[config.mk]
export PLATFORM = sky130hd
export DESIGN_NAME = ram_scale_ctrl
export DESIGN_NICKNAME = d
export VERILOG_FILES = /design/src/rtl/ram_scale_ctrl.sv
export SDC_FILE = /design/constraint.sdc
export NUM_CORES = 1
export LEC_CHECK = 0
export BUFFER_PORTS_ARGS = -buffer_cell sky130_fd_sc_hd__buf_2
export CORE_MARGIN = 1
export CORE_UTILIZATION = 54
export DETAILED_ROUTE_END_ITERATION = 8
export GPL_TIMING_DRIVEN = 0
export PLACE_DENSITY = 0.85
export SLEW_MARGIN = 20
export SYNTH_ARGS = -nofsm -noshare
export SYNTH_HDL_FRONTEND = slang
export SYNTH_SLANG_ARGS = --single-unit
[constraint.sdc]
create_clock -name clk -period 4.7 [get_ports clk]
set_clock_uncertainty 0.05 [all_clocks]
set_input_delay 0.47 -clock clk [delete_from_list [all_inputs] [get_ports clk]]
set_output_delay 0.47 -clock clk [all_outputs]
set_load 0.005 [all_outputs]
[src/rtl/ram_scale_ctrl.sv]
// Load/scale sequencer owning both ports of ram_bank: streams words into an address
// window (LOAD) or read-modify-writes each word times a factor (SCALE). RAM_SCALE_SAT_EN saturates the product.
module ram_scale_ctrl #(
  parameter int ADDR_BIT = 3,
  parameter int DATA_BIT = 16,
  parameter int MULT_BIT = 4
) (
  input  logic                clk,
  input  logic                rst_n,
  input  logic                start,
  input  logic                mode,
  input  logic [ADDR_BIT-1:0] base,
  input  logic [ADDR_BIT:0]   count,
  input  logic [MULT_BIT-1:0] mult,
  input  logic                in_valid,
  input  logic [DATA_BIT-1:0] in_data,
  output logic                in_ready,
  output logic                busy,
  output logic                done,
  output logic                ram_en,
  output logic                ram_we,
  output logic                ram_re,
  output logic [ADDR_BIT-1:0] ram_addr_w,
  output logic [DATA_BIT-1:0] ram_d_w,
  output logic [ADDR_BIT-1:0] ram_addr_r,
  input  logic [DATA_BIT-1:0] ram_d_r
);

  typedef enum logic [2:0] {S_IDLE, S_LOAD, S_RD, S_WR, S_DONE} state_t;

  state_t              r_state;
  logic [ADDR_BIT-1:0] r_base;
  logic [ADDR_BIT:0]   r_count;
  logic [MULT_BIT-1:0] r_mult;
  logic [ADDR_BIT:0]   r_idx;

  logic [ADDR_BIT-1:0] w_addr;
  logic [ADDR_BIT:0]   w_idx_nxt;
  logic                w_last;
  logic [DATA_BIT-1:0] w_scaled;

  // Window address wraps naturally through truncation to ADDR_BIT.
  assign w_addr    = r_base + r_idx[ADDR_BIT-1:0];
  assign w_idx_nxt = r_idx + 1'b1;
  assign w_last    = (w_idx_nxt >= r_count);

`ifdef RAM_SCALE_SAT_EN
  logic [DATA_BIT+MULT_BIT-1:0] w_prod;
  assign w_prod   = {{MULT_BIT{1'b0}}, ram_d_r} * {{DATA_BIT{1'b0}}, r_mult};
  assign w_scaled = (|w_prod[DATA_BIT+MULT_BIT-1:DATA_BIT]) ? {DATA_BIT{1'b1}}
                                                            : w_prod[DATA_BIT-1:0];
`else
  // Low DATA_BIT bits of the full product equal the product taken at DATA_BIT width.
  assign w_scaled = ram_d_r * {{(DATA_BIT-MULT_BIT){1'b0}}, r_mult};
`endif

  always_ff @(posedge clk or negedge rst_n) begin
    if (!rst_n) begin
      r_state <= S_IDLE;
      r_base  <= '0;
      r_count <= '0;
      r_mult  <= '0;
      r_idx   <= '0;
    end else begin
      case (r_state)
        S_IDLE: if (start) begin
          r_base  <= base;
          r_count <= count;
          r_mult  <= mult;
          r_idx   <= '0;
          if (count == '0) r_state <= S_DONE;
          else if (mode)   r_state <= S_RD;
          else             r_state <= S_LOAD;
        end
        S_LOAD: if (in_valid) begin
          r_idx <= w_idx_nxt;
          if (w_last) r_state <= S_DONE;
        end
        S_RD: r_state <= S_WR;
        S_WR: begin
          r_idx   <= w_idx_nxt;
          r_state <= w_last ? S_DONE : S_RD;
        end
        S_DONE:  r_state <= S_IDLE;
        default: r_state <= S_IDLE;
      endcase
    end
  end

  // Outputs decode the registered state; LOAD passes the stream straight through.
  always_comb begin
    in_ready   = 1'b0;
    busy       = (r_state != S_IDLE);
    done       = 1'b0;
    ram_en     = 1'b0;
    ram_we     = 1'b0;
    ram_re     = 1'b0;
    ram_addr_w = '0;
    ram_d_w    = '0;
    ram_addr_r = '0;
    case (r_state)
      S_LOAD: begin
        in_ready   = 1'b1;
        ram_en     = 1'b1;
        ram_we     = in_valid;
        ram_addr_w = w_addr;
        ram_d_w    = in_data;
      end
      S_RD: begin
        ram_en     = 1'b1;
        ram_re     = 1'b1;
        ram_addr_r = w_addr;
      end
      S_WR: begin
        ram_en     = 1'b1;
        ram_we     = 1'b1;
        ram_addr_w = w_addr;
        ram_d_w    = w_scaled;
      end
      S_DONE:  done = 1'b1;
      default: ;
    endcase
  end

endmodule

Word-level counts from Yosys, hierarchy flattened
Index checks and enable logic that the tools add are counted.

$add $sub $neg: 2. Multipliers: 1. Order comparisons: 1. Equality and inequality tests: 7. Muxes and demuxes: 18. Reduce and logical (&&, ||, !) cells: 9.

Operators by type and width (count): $pmux W16 S2 (1); $mux W3 (7); $mul A16 B4 Y16 (1); $pmux W3 S4 (1); $pmux W4 S3 (1); $mux W4 (2); $eq A3 B2 Y1 const B (2); $ne A2 B2 Y1 const B (3); $reduce_and A3 Y1 (2); $reduce_bool A3 Y1 (2); $add A4 B1 Y4 const B (1); $ge A4 B4 Y1 (1); $logic_not A4 Y1 (1); $mux W1 (4); $add A3 B3 Y3 (1); $eq A3 B1 Y1 const B (1); $eq A3 B3 Y1 const B (1); $logic_not A3 Y1 (1); $reduce_or A3 Y1 (1); $mux W2 (1); $pmux W1 S2 (1); $reduce_and A2 Y1 (1); $reduce_or A2 Y1 (1).

Register bits after elaboration: 18. Bits of input ports: 48. Output and inout port bits: 28.

Depth between registers and ports, before layout
Gate-level depths: netlist (run 1).

Word-level depth: 5. Depth in mapped cells: 14.

Worst setup path after synthesis (run 1)
No wires, ideal clock.

Path kind: reg-to-output. From: register r_mult[3]. To: output port ram_d_w[12]. Arrival time: 3302 ps. Data required time: 4180 ps. Path slack: 878 ps. Cell stages (with the launch flop): 13. Cell sequence: dfrtp_1 clkbuf_1 nand2_1 fa_1 fa_1 inv_1 fa_1 a21o_1 a21oi_1 o21ai_1 nand4_1 mux2_2 o22ai_1.

Longest elaborated chain between the ends: 2.

Ends and longest elaborated chain: start: declaration (line 34) `logic [MULT_BIT-1:0] r_mult;`; start signal: assignment (line 69) `r_mult <= mult;`; $mul A16 B4 Y16 (line 54) `assign w_scaled = ram_d_r * {{(DATA_BIT-MULT_BIT){1'b0}}, r_mult};`; $pmux W16 S2 (line 101) `case (r_state)`; end: declaration (line 24) `output logic [DATA_BIT-1:0] ram_d_w,`.

Every way passes these cells.

Worst setup path after layout (run 1)
From: register r_mult[3]. To: output port ram_d_w[15].

Same word-level chain as after synthesis.

==> metrics.csv, run 1 <==
metric;value;unit
Vias;2740;
slew of the pin with the lowest slew margin;755;ps
vias in the first global route;2559;
Highest Clock Rate;0.229;GHz
fin crit period;4360;ps
Hold Vio Cnt, Final;0;
dpl ws;250;ps
GR Util All Layers;26.4;%
clock buffer depth;2;
peak supply drop;0.458;mV
grt ovf;0;
clock tree from TritonCTS;built;
Post-Syn Area per Cell;8.09;um^2
CP Data Arrival Time;3840;ps
Final Cell Area;3360;um^2
syn_nets;448;
Primary FF master, synth;dfrtp_1;
Netlist cell types;42;
DRC viols;0;
Synth Area in Simple Gates;22.8;%
Leak;1.79;nW
number of hold buffers added after CTS;0;
Syn Std Cell Area;2850;um^2
Slew Viols, Final;0;
Vias/cell;5.50;
first-pass GRT wire length;11.4;mm
Tcrit/Tclk final;92.9;%
outcome;completed;
Worst path max stage delay;530;ps
Synth Area in XOR/XNOR;5.23;%
PD cells;869;nW/um^2
area grow syn2layout;18.1;%
critical-path cell list;and2_1, fa_1, inv_1, fa_1, inv_1, ha_1, a21oi_1, o21ai_0, a31o_2, o2111a_1, a311o_1, buf_2;
worst-path fanout max;14;
slowest CP cell;fa_1;
Initial DRC Count;162;
Post-synth EDFFs;0;
CP startpoint kind;flip-flop;
Slew headroom;49.2;%
Fillers;428;
CTS sink cnt;18;
post-synthesis sequential area ratio;15.8;%
pin count of the biggest net entering global routing;19;
Max Cap Viol;0;
post-DP HPWL;5.81;mm
Starting Density;55.8;%
asr flop ratio synth;100;%
overall power;0.00292;W
Die Width;74.6;um
core area;5110;um^2
Critical Path RT;4180;ps
DRT Wirelength;6.99;mm
IO Port Bufs;75;
H-tree levels;1;
ratio of cells with drive above 1 in the final layout;23.8;%
Die Span Y;74.6;um
type of the worst setup path;reg -> out;
post-synthesis register bit count;18;
unrepaired setup endpoints after global routing;false;
post-place instance area;3310;um^2
Compound-Gate Fraction of Synth Area;12.7;%
Hold/Removal Path Class;in -> async;
Post-Synth Adder-Cell Area;27.9;%
GP Congestion;0.959;
Cells after Synth;352;
Root Buffer;clkbuf_8;
final setup margin;336;ps
die area;5570;um^2
worst skew pair latency;260;ps
post-route ant nets;0;
TNS Setup;0;ps
layout net count;525;
FP Rows;26;
Ys Warns;0;
Antenna diodes;0;
Pre-antenna DRT Iters;4;
CTS Buf Count;3;
main combinational cell family by area after synthesis;adder cells;
mux contribution to synthesized area;6.55;%
routed len/inst;14.0;um
setup violators final;0;
initial antenna violation count;0;
clock-pin slew on the worst setup and hold paths;70;ps
Critical Path End Type;output pin;
I/O pin cnt;76;
## metal layers
metal,wire length (um),share of wire (%),vias to the layer above,track usage [%]
li1,-,-,1305,-
met1,3120,45,1331,36.1
met2,3470,50,95,45.3
met3,325,4.6,9,3.08
met4,70,1.0,0,5.45
met5,0,0,-,0
## report_power, final
group | switching, W | internal (W) | leakage [nW]
Combinational | 0.00138 | 0.00105 | 1.54
Clock | 0.0000535 | 0.0000746 | 0.0288
Sequential | 0.000125 | 0.000232 | 0.217
## placed cells by master (no fill, tap or decap), types with 6 or more instances in the layout
cell type,Yosys,layout
fa_1,26,26
nor3_1,6,6
and2_1,41,41
ha_1,22,22
xor2_1,8,8
buf_2,4,79
a21oi_1,15,14
dfrtp_1,18,15
xnor2_1,9,9
nand2_1,40,40
inv_1,54,54
o21ai_0,16,16
nand3_1,10,10
nor2_1,17,17
mux2_2,13,13
## path summary, 6_finish.rpt
| path | startpoint | end | slack (ps) | depth (start not counted) |
|---|---|---|---|---|
| max | r_mult[3] | ram_d_w[15] | 340 | 12 |
| min | rst_n | r_state[0] | 70 | 1 |
| max reg2reg | r_idx[0] | r_state[0] | 2650 | 7 |
| min reg2reg | r_count[0] | r_count[0] | 470 | 1 |
| max in group asynchronous | rst_n | r_mult[2] | 4210 | 1 |
| min in group clk | mult[1] | r_mult[1] | 390 | 2 |
## per-stage QoR
step | hold WS [ps] | util, % | cells
CTS | 90.6 | 65.7 | 498
finish | 74.0 | 65.9 | 498
global route | 97.0 | 65.9 | 498
global placement | 369 | 64.8 | 497
floorplan | 124 | - | 352
detailed placement | 374 | 64.8 | 497
## layout make-up
class	instances	area [um^2]	share of cell area (%)
Inverter	54	203	6.03
Sequential cell	18	454	13.5
Tap cell	70	87.6	2.60
Multi-Input combinational cell	268	2150	63.9
Buffer	9	38.8	1.15
Timing Repair Buffer	75	375	11.2
Clock buffer	4	55.1	1.64
## what timing repair did
item,CTS,global route
resized for setup,0,5
pin swaps,0,0
gates cloned,0,0
endpoints found under the setup margin,1,3
setup buffers,0,0
## cells by family (layout without fill, tap and decap cells)
logic type                 after synthesis  count (layout)
xor gates and xnor gates                17              17
AOI/OAI and AO/OA                       57              57
muxes                                   17              17
DFF                                     18              18
and+or+nand+nor                        129             129
buffers and inverters                   66             142
adders and majority gates               48              48
## worst max-delay path: cells and delay by family (launching register included)
kind | cells | cell delay [ps]
AO/OA/AOI/OAI | 5 | 1200
AND/OR/NAND/NOR | 1 | 190
flip-flops | 1 | 500
buffers and inverters | 3 | 240
adder cells (fa/ha/maj) | 3 | 1440
## synth_stat cells, types with 2 or more instances
cell	number	area share, %
and2_1	41	9.0
o21ai_0	16	2.8
clkbuf_1	7	0.92
o21bai_1	2	0.53
nand4_1	2	0.44
nor4_1	2	0.44
nand3_1	10	1.8
dfrtp_1	18	16
nand2b_1	3	0.66
nor2_1	17	2.2
xnor2_1	9	2.8
nor2b_1	2	0.44
mux2_2	13	5.1
nand2_1	40	5.3
inv_1	54	7.1
xor2_1	8	2.5
mux2i_1	4	1.4
a21o_1	4	1.1
o21ai_1	2	0.35
a21oi_1	15	2.6
fa_1	26	18
and3_1	2	0.44
buf_2	4	0.70
o22ai_1	2	0.44
a211oi_1	4	1.1
a2bb2oi_1	2	0.62
ha_1	22	9.7
nor3_1	6	1.1
a2111oi_0	2	0.62
## sequential cells by signal (all words and copies together), names as in the netlist
signal / cells
r_idx: 4
r_base: 3
r_state: 3
r_count: 4
r_mult: 4
Power figures use the tool's default switching activity.
==> inputs of run 2 (changes only) <==
--- a/config.mk
+++ b/config.mk
@@ -7,10 +7,10 @@
 export LEC_CHECK = 0
 export BUFFER_PORTS_ARGS = -buffer_cell sky130_fd_sc_hd__buf_2
 export CORE_MARGIN = 1
-export CORE_UTILIZATION = 54
+export CORE_UTILIZATION = 35
 export DETAILED_ROUTE_END_ITERATION = 8
 export GPL_TIMING_DRIVEN = 0
-export PLACE_DENSITY = 0.85
+export PLACE_DENSITY = 0.6
 export SLEW_MARGIN = 20
 export SYNTH_ARGS = -nofsm -noshare
 export SYNTH_HDL_FRONTEND = slang
==> metrics.csv, run 2 (synthesis results as in run 1) <==
metric;value;unit;change
slowest CP cell;fa_1;;
fin crit period;4500;ps;+137 ps
Hold/Removal Path Class;in -> async;;
Pre-antenna DRT Iters;4;;unchanged
Tcrit/Tclk final;95.8;%;+2.9 points
CTS sink cnt;18;;unchanged
Root Buffer;clkbuf_8;;
initial antenna violation count;0;;unchanged
Worst Setup SP;r_mult[1];;
worst-path fanout max;10;;-4
first-pass GRT wire length;12.3;mm;+7.6%
Slew Viols, Final;0;;unchanged
worst reg2reg setup slack;2640;ps;about the same
Initial DRC Count;96;;-41%
Hold Slack;92.6;ps;+18.6 ps
clock buffer depth;2;;unchanged
CP startpoint kind;flip-flop;;
CP delay by family, top;adder cells;;
layout net count;527;;+0.38%
setup violators final;0;;unchanged
DRC viols;0;;unchanged
overall power;0.00292;W;-0.14%
FP Rows;32;;+23%
GP Congestion;0.824;;-14%
CP endpoint;ram_d_w[12];;
post-place instance area;3350;um^2;+1.2%
outcome;completed;;
Vias;2628;;-4.1%
unrepaired setup endpoints after global routing;false;;
commonest cells after routing, fill and taps aside;buf_2 (79), inv_1 (54), and2_1 (41);;
ratio of cells with drive above 1 in the final layout;24.2;%;+0.35 points
Vias/cell;4.94;;-10%
Highest Clock Rate;0.222;GHz;-3.0%
Hold Vio Cnt, Final;0;;unchanged
Die Span Y;92.2;um;+24%
final setup margin;199;ps;-137 ps
Antenna diodes;0;;unchanged
Starting Density;36.5;%;-19 points
Slew headroom;55.7;%;+6.5 points
Worst R2R End;r_state[1];;
PD cells;851;nW/um^2;-2.0%
grt ovf;0;;unchanged
Leak;1.80;nW;+0.81%
H-tree levels;1;;unchanged
pin count of the biggest net entering global routing;19;;unchanged
Worst path max stage delay;540;ps;about the same
CP Data Arrival Time;3980;ps;+140 ps
core area;7810;um^2;+53%
TNS Setup;0;ps;unchanged
post-route ant nets;0;;unchanged
worst path buffer plus inverter count;3;;unchanged
clock-pin slew on the worst setup and hold paths;70;ps;about the same
type of the worst setup path;reg -> out;;
GR Util All Layers;17.8;%;-8.6 points
DRT Wirelength;7.06;mm;+1.0%
Final Cell Area;3430;um^2;+1.9%
slew of the pin with the lowest slew margin;659;ps;-96.9 ps
worst skew pair latency;250;ps;about the same
post-DP HPWL;6.00;mm;+3.3%
commonest non-fill, non-tap cell in the layout;buf_2;;
Critical R2R Launch;r_idx[0];;
cell count along the critical path;13;;+1
CTS Buf Count;3;;unchanged
die area;8500;um^2;+53%
area grow syn2layout;20.3;%;
peak supply drop;0.330;mV;-28%
postcts setup bufs;0;;unchanged
biggest regs;r_count: 4 flops, r_idx: 4 flops, r_mult: 4 flops;;
Max Cap Viol;0;;unchanged
clock tree from TritonCTS;built;;
worst r2r path cells;7;;unchanged
dpl ws;279;ps;+28.6 ps
IO Port Bufs;75;;unchanged
Die Width;92.2;um;+24%
Critical Path End Type;output pin;;
Critical Path RT;4180;ps;about the same
Most common cell on crit path;fa_1;;
I/O pin cnt;76;;unchanged
routed len/inst;13.3;um;-5.4%
vias in the first global route;2739;;+7.0%
critical-path cell list;clkbuf_2, nand2_1, fa_1, fa_1, inv_1, fa_1, a21o_1, a21oi_2, o21ai_1, nand4_1, mux2_2, o22ai_1, buf_2;;
-- run 2: area by class of cell --
cell class,count,area (um^2)
multi-input cells,268,2170
well taps,102,128
fillers,843,4380
repair buffers,75,375
plain buffers,11,48.8
clock buffers,4,55.1
flip-flops and latches,18,450
inverters,54,203
-- run 2: through the flow --
| step | instances | utilization (%) |
|---|---|---|
| 2_1_floorplan | 352 | - |
| 3_5_place_dp | 529 | 42.9 |
| 6_report | 532 | 43.9 |
| 4_1_cts | 532 | 43.6 |
| 3_3_place_gp | 529 | 42.9 |
| 5_1_grt | 532 | 43.9 |
-- run 2: worst min-delay path by stage --
stage | to | slack [ps] | cells past startpoint
after floorplan | r_base[0] | 120 | 0
after global placement | r_idx[3] | 380 | 1
after detailed placement | r_count[3] | 380 | 1
after CTS | r_count[3] | 100 | 1
after global routing | r_base[1] | 130 | 1
final | r_base[1] | 90 | 1
-- run 2: layer usage --
metal | routed length (um) | track usage, %
met1 | 3430 | 23.9
met5 | 0 | 0
met2 | 3350 | 31.5
met3 | 242 | 1.33
met4 | 38 | 3.13
-- run 2: power breakdown --
part	leakage (nW)	total [W]	internal, W	switching (W)
combinational	1.55	0.00246	0.00108	0.00138
sequential	0.220	0.000332	0.000229	0.000103
clock	0.0288	0.000128	0.0000744	0.0000532
total	1.80	0.00292	0.00138	0.00154
-- run 2: timing repair --
item                                    4_1_cts  5_1_grt
endpoints found under the setup margin        1        8
resized for setup                             0       10
hold buffers                                  0        0
-- run 2: worst register-to-register path: cells and delay by family, from the launching register on --
kind,cells,cell delay (ps)
DFF,1,460
and+or+nand+nor,1,160
adders and majority gates,2,640
AOI/OAI and AO/OA,4,700
==> inputs of run 3 (changes only) <==
--- a/config.mk
+++ b/config.mk
@@ -5,12 +5,13 @@
 export SDC_FILE = /design/constraint.sdc
 export NUM_CORES = 1
 export LEC_CHECK = 0
+export ABC_AREA = 1
 export BUFFER_PORTS_ARGS = -buffer_cell sky130_fd_sc_hd__buf_2
 export CORE_MARGIN = 1
 export CORE_UTILIZATION = 35
 export DETAILED_ROUTE_END_ITERATION = 8
 export GPL_TIMING_DRIVEN = 0
-export PLACE_DENSITY = 0.6
+export PLACE_DENSITY = 0.59
 export SLEW_MARGIN = 20
 export SYNTH_ARGS = -nofsm -noshare
 export SYNTH_HDL_FRONTEND = slang
==> metrics.csv, run 3 <==
metric;value;unit;change
Starting Density;36.7;%;+0.22 points
worst reg2reg setup slack;2770;ps;+130 ps
Root Buffer;clkbuf_8;;
fin crit period;4270;ps;-229 ps
post_cts resized;0;;unchanged
top-count cell post-synth;nand2_1;;
Hold/Removal Path Class;in -> async;;
Slew headroom;63.0;%;+7.3 points
post-synthesis sequential area ratio;14.8;%;-1.0 points
Die Span Y;95.3;um;+3.3%
Pre-antenna DRT Iters;4;;unchanged
Post-Syn Area per Cell;6.51;um^2;-20%
Antenna diodes;0;;unchanged
slew of the pin with the lowest slew margin;550;ps;-109 ps
clock buffer depth;2;;unchanged
Final Cell Area;3610;um^2;+5.3%
Leak;2.36;nW;+31%
Critical Path End Type;output pin;;
layout net count;644;;+22%
Ys Warns;0;;unchanged
vias in the first global route;2906;;+6.1%
routed len/inst;11.4;um;-14%
peak supply drop;0.302;mV;-8.6%
PD cells;765;nW/um^2;-10%
commonest non-fill, non-tap cell in the layout;nand2_1;;
I/O pin cnt;76;;unchanged
pin count of the biggest net entering global routing;19;;unchanged
unrepaired setup endpoints after global routing;false;;
Vias/cell;4.62;;-6.4%
cell taking the most area after synthesis;nand2_1;;
TNS Setup;0;ps;unchanged
type of the worst setup path;reg -> out;;
syn_nets;564;;+26%
Die Width;95.3;um;+3.3%
Synth top area share;17.3;%;-1.0 points
CP startpoint kind;flip-flop;;
Synth area leaders;nand2_1 (17%), fa_1 (17%), dfrtp_1 (15%);;
worst-path fanout max;10;;unchanged
post-place instance area;3550;um^2;+6.0%
multi-input logic area;2080;um^2;-4.2%
CTS sink cnt;18;;unchanged
Fillers;908;;+7.7%
clock-pin slew on the worst setup and hold paths;70;ps;about the same
CTS Buf Count;3;;unchanged
commonest cells after routing, fill and taps aside;nand2_1 (140), inv_1 (120), buf_2 (76);;
Hold Vio Cnt, Final;0;;unchanged
grt ovf;0;;unchanged
asr flop ratio synth;100;%;unchanged
CP Data Arrival Time;3750;ps;-230 ps
postcts setup bufs;0;;unchanged
IO Port Bufs;75;;unchanged
DRT Wirelength;7.45;mm;+5.5%
GR Util All Layers;17.9;%;+0.14 points
Netlist cell types;34;;-19%
ratio of cells with drive above 1 in the final layout;17.9;%;-6.3 points
Tcrit/Tclk final;90.9;%;-4.9 points
die area;9080;um^2;+6.8%
Critical Path RT;4180;ps;about the same
initial antenna violation count;0;;unchanged
Vias;3014;;+15%
post-synthesis register bit count;18;;unchanged
Max Cap Viol;0;;unchanged
biggest regs;r_count: 4 flops, r_idx: 4 flops, r_mult: 4 flops;;
Highest Clock Rate;0.234;GHz;+5.4%
DRC viols;0;;unchanged
area grow syn2layout;18.4;%;
Slew Viols, Final;0;;unchanged
synth cell count leaders;nand2_1 (140), inv_1 (120), nor2_1 (31), fa_1 (26);;
H-tree levels;1;;unchanged
post-DP HPWL;6.42;mm;+7.0%
worst r2r path cells;9;;+2
clock tree from TritonCTS;built;;
worst skew pair latency;250;ps;about the same
outcome;completed;;
Post-synth EDFFs;0;;unchanged
number of hold buffers added after CTS;0;;unchanged
post-route ant nets;0;;unchanged
Cells after Synth;468;;+33%
core area;8300;um^2;+6.3%
Syn Std Cell Area;3050;um^2;+6.9%
Initial DRC Count;110;;+15%
GP Congestion;0.860;;+4.3%
FP Rows;33;;+3.1%
Primary FF master, synth;dfrtp_1;;
Register Area;450;um^2;unchanged
first-pass GRT wire length;12.9;mm;+5.0%
setup violators final;0;;unchanged
run 3: cell count changes in the layout (fill, tap and decap cells not counted), moves of 5 or more:
cell / previous run / this run
nand2_1: 40 / 140
and2_1: 41 / 0
xnor2_1: 9 / 4
inv_1: 54 / 120
nor2_1: 17 / 31
nand3_1: 10 / 22
mux2_2: 13 / 5
xor2_1: 8 / 2
run 3: area by class of cell:
cell class | count | share of cell area, %
repair buffers | 75 | 10.4
multi-input cells | 319 | 57.5
plain buffers | 9 | 1.70
clock buffers | 4 | 1.53
well taps | 105 | 3.64
inverters | 122 | 12.7
flip-flops and latches | 18 | 12.5
run 3: cells by family (layout without fill, tap and decap cells):
kind of cell               count (synthesis)  count (layout)  synth area share, %
buffers and inverters                    131             210                 17.0
muxes                                      7               7                 2.83
DFF                                       18              18                 14.8
adders and majority gates                 48              48                 26.1
AOI/OAI and AO/OA                         49              49                 9.41
and+or+nand+nor                          209             209                 28.1
xor gates and xnor gates                   6               6                 1.73
run 3: final timing paths:
kind                                     to       start
min in group clk                  r_base[2]     base[2]
worst max register to register   r_state[1]    r_idx[0]
max in group asynchronous         r_mult[0]       rst_n
worst max-delay path            ram_d_w[10]   r_mult[3]
worst min register to register   r_count[3]  r_count[3]
worst min-delay path              r_base[1]       rst_n
run 3: metal layers:
metal | track usage, % | vias to the layer above | wire length (um) | share of wire (%)
li1 | - | 1570 | - | -
met1 | 25.6 | 1362 | 3780 | 51
met2 | 29.8 | 78 | 3330 | 45
met3 | 1.83 | 4 | 300 | 4.0
met4 | 2.40 | 0 | 44 | 0.59
met5 | 0 | - | 0 | 0
run 3: per-stage QoR:
step                      setup slack, ps  total power [W]  hold WS (ps)  utilization (%)  std cells
after floorplan                      1240          0.00201           124                -        468
after global placement                692          0.00260           375             42.8        648
after detailed placement              672          0.00263           378             42.8        648
after CTS                             383          0.00278           104             43.5        652
after global routing                 83.3          0.00316           109             43.5        652
final                                 428          0.00276          87.5             43.5        652
run 3: worst max-delay path: stages, from the launching register on:
cell	delay, ps
dfrtp_1	470
clkbuf_1	410
nand2_1	150
fa_1	530
fa_1	550
inv_1	70
fa_1	520
nand3_1	120
nand2_1	110
nand2_1	90
nand2_1	60
xnor2_1	130
o21ai_0	150
buf_2	140
run 3: power breakdown:
part / switching (W) / leakage (nW) / internal [W]
clock network: 0.0000540 / 0.0288 / 0.0000744
registers: 0.0000727 / 0.223 / 0.000223
logic: 0.00145 / 2.10 / 0.000886
total: 0.00157 / 2.36 / 0.00118
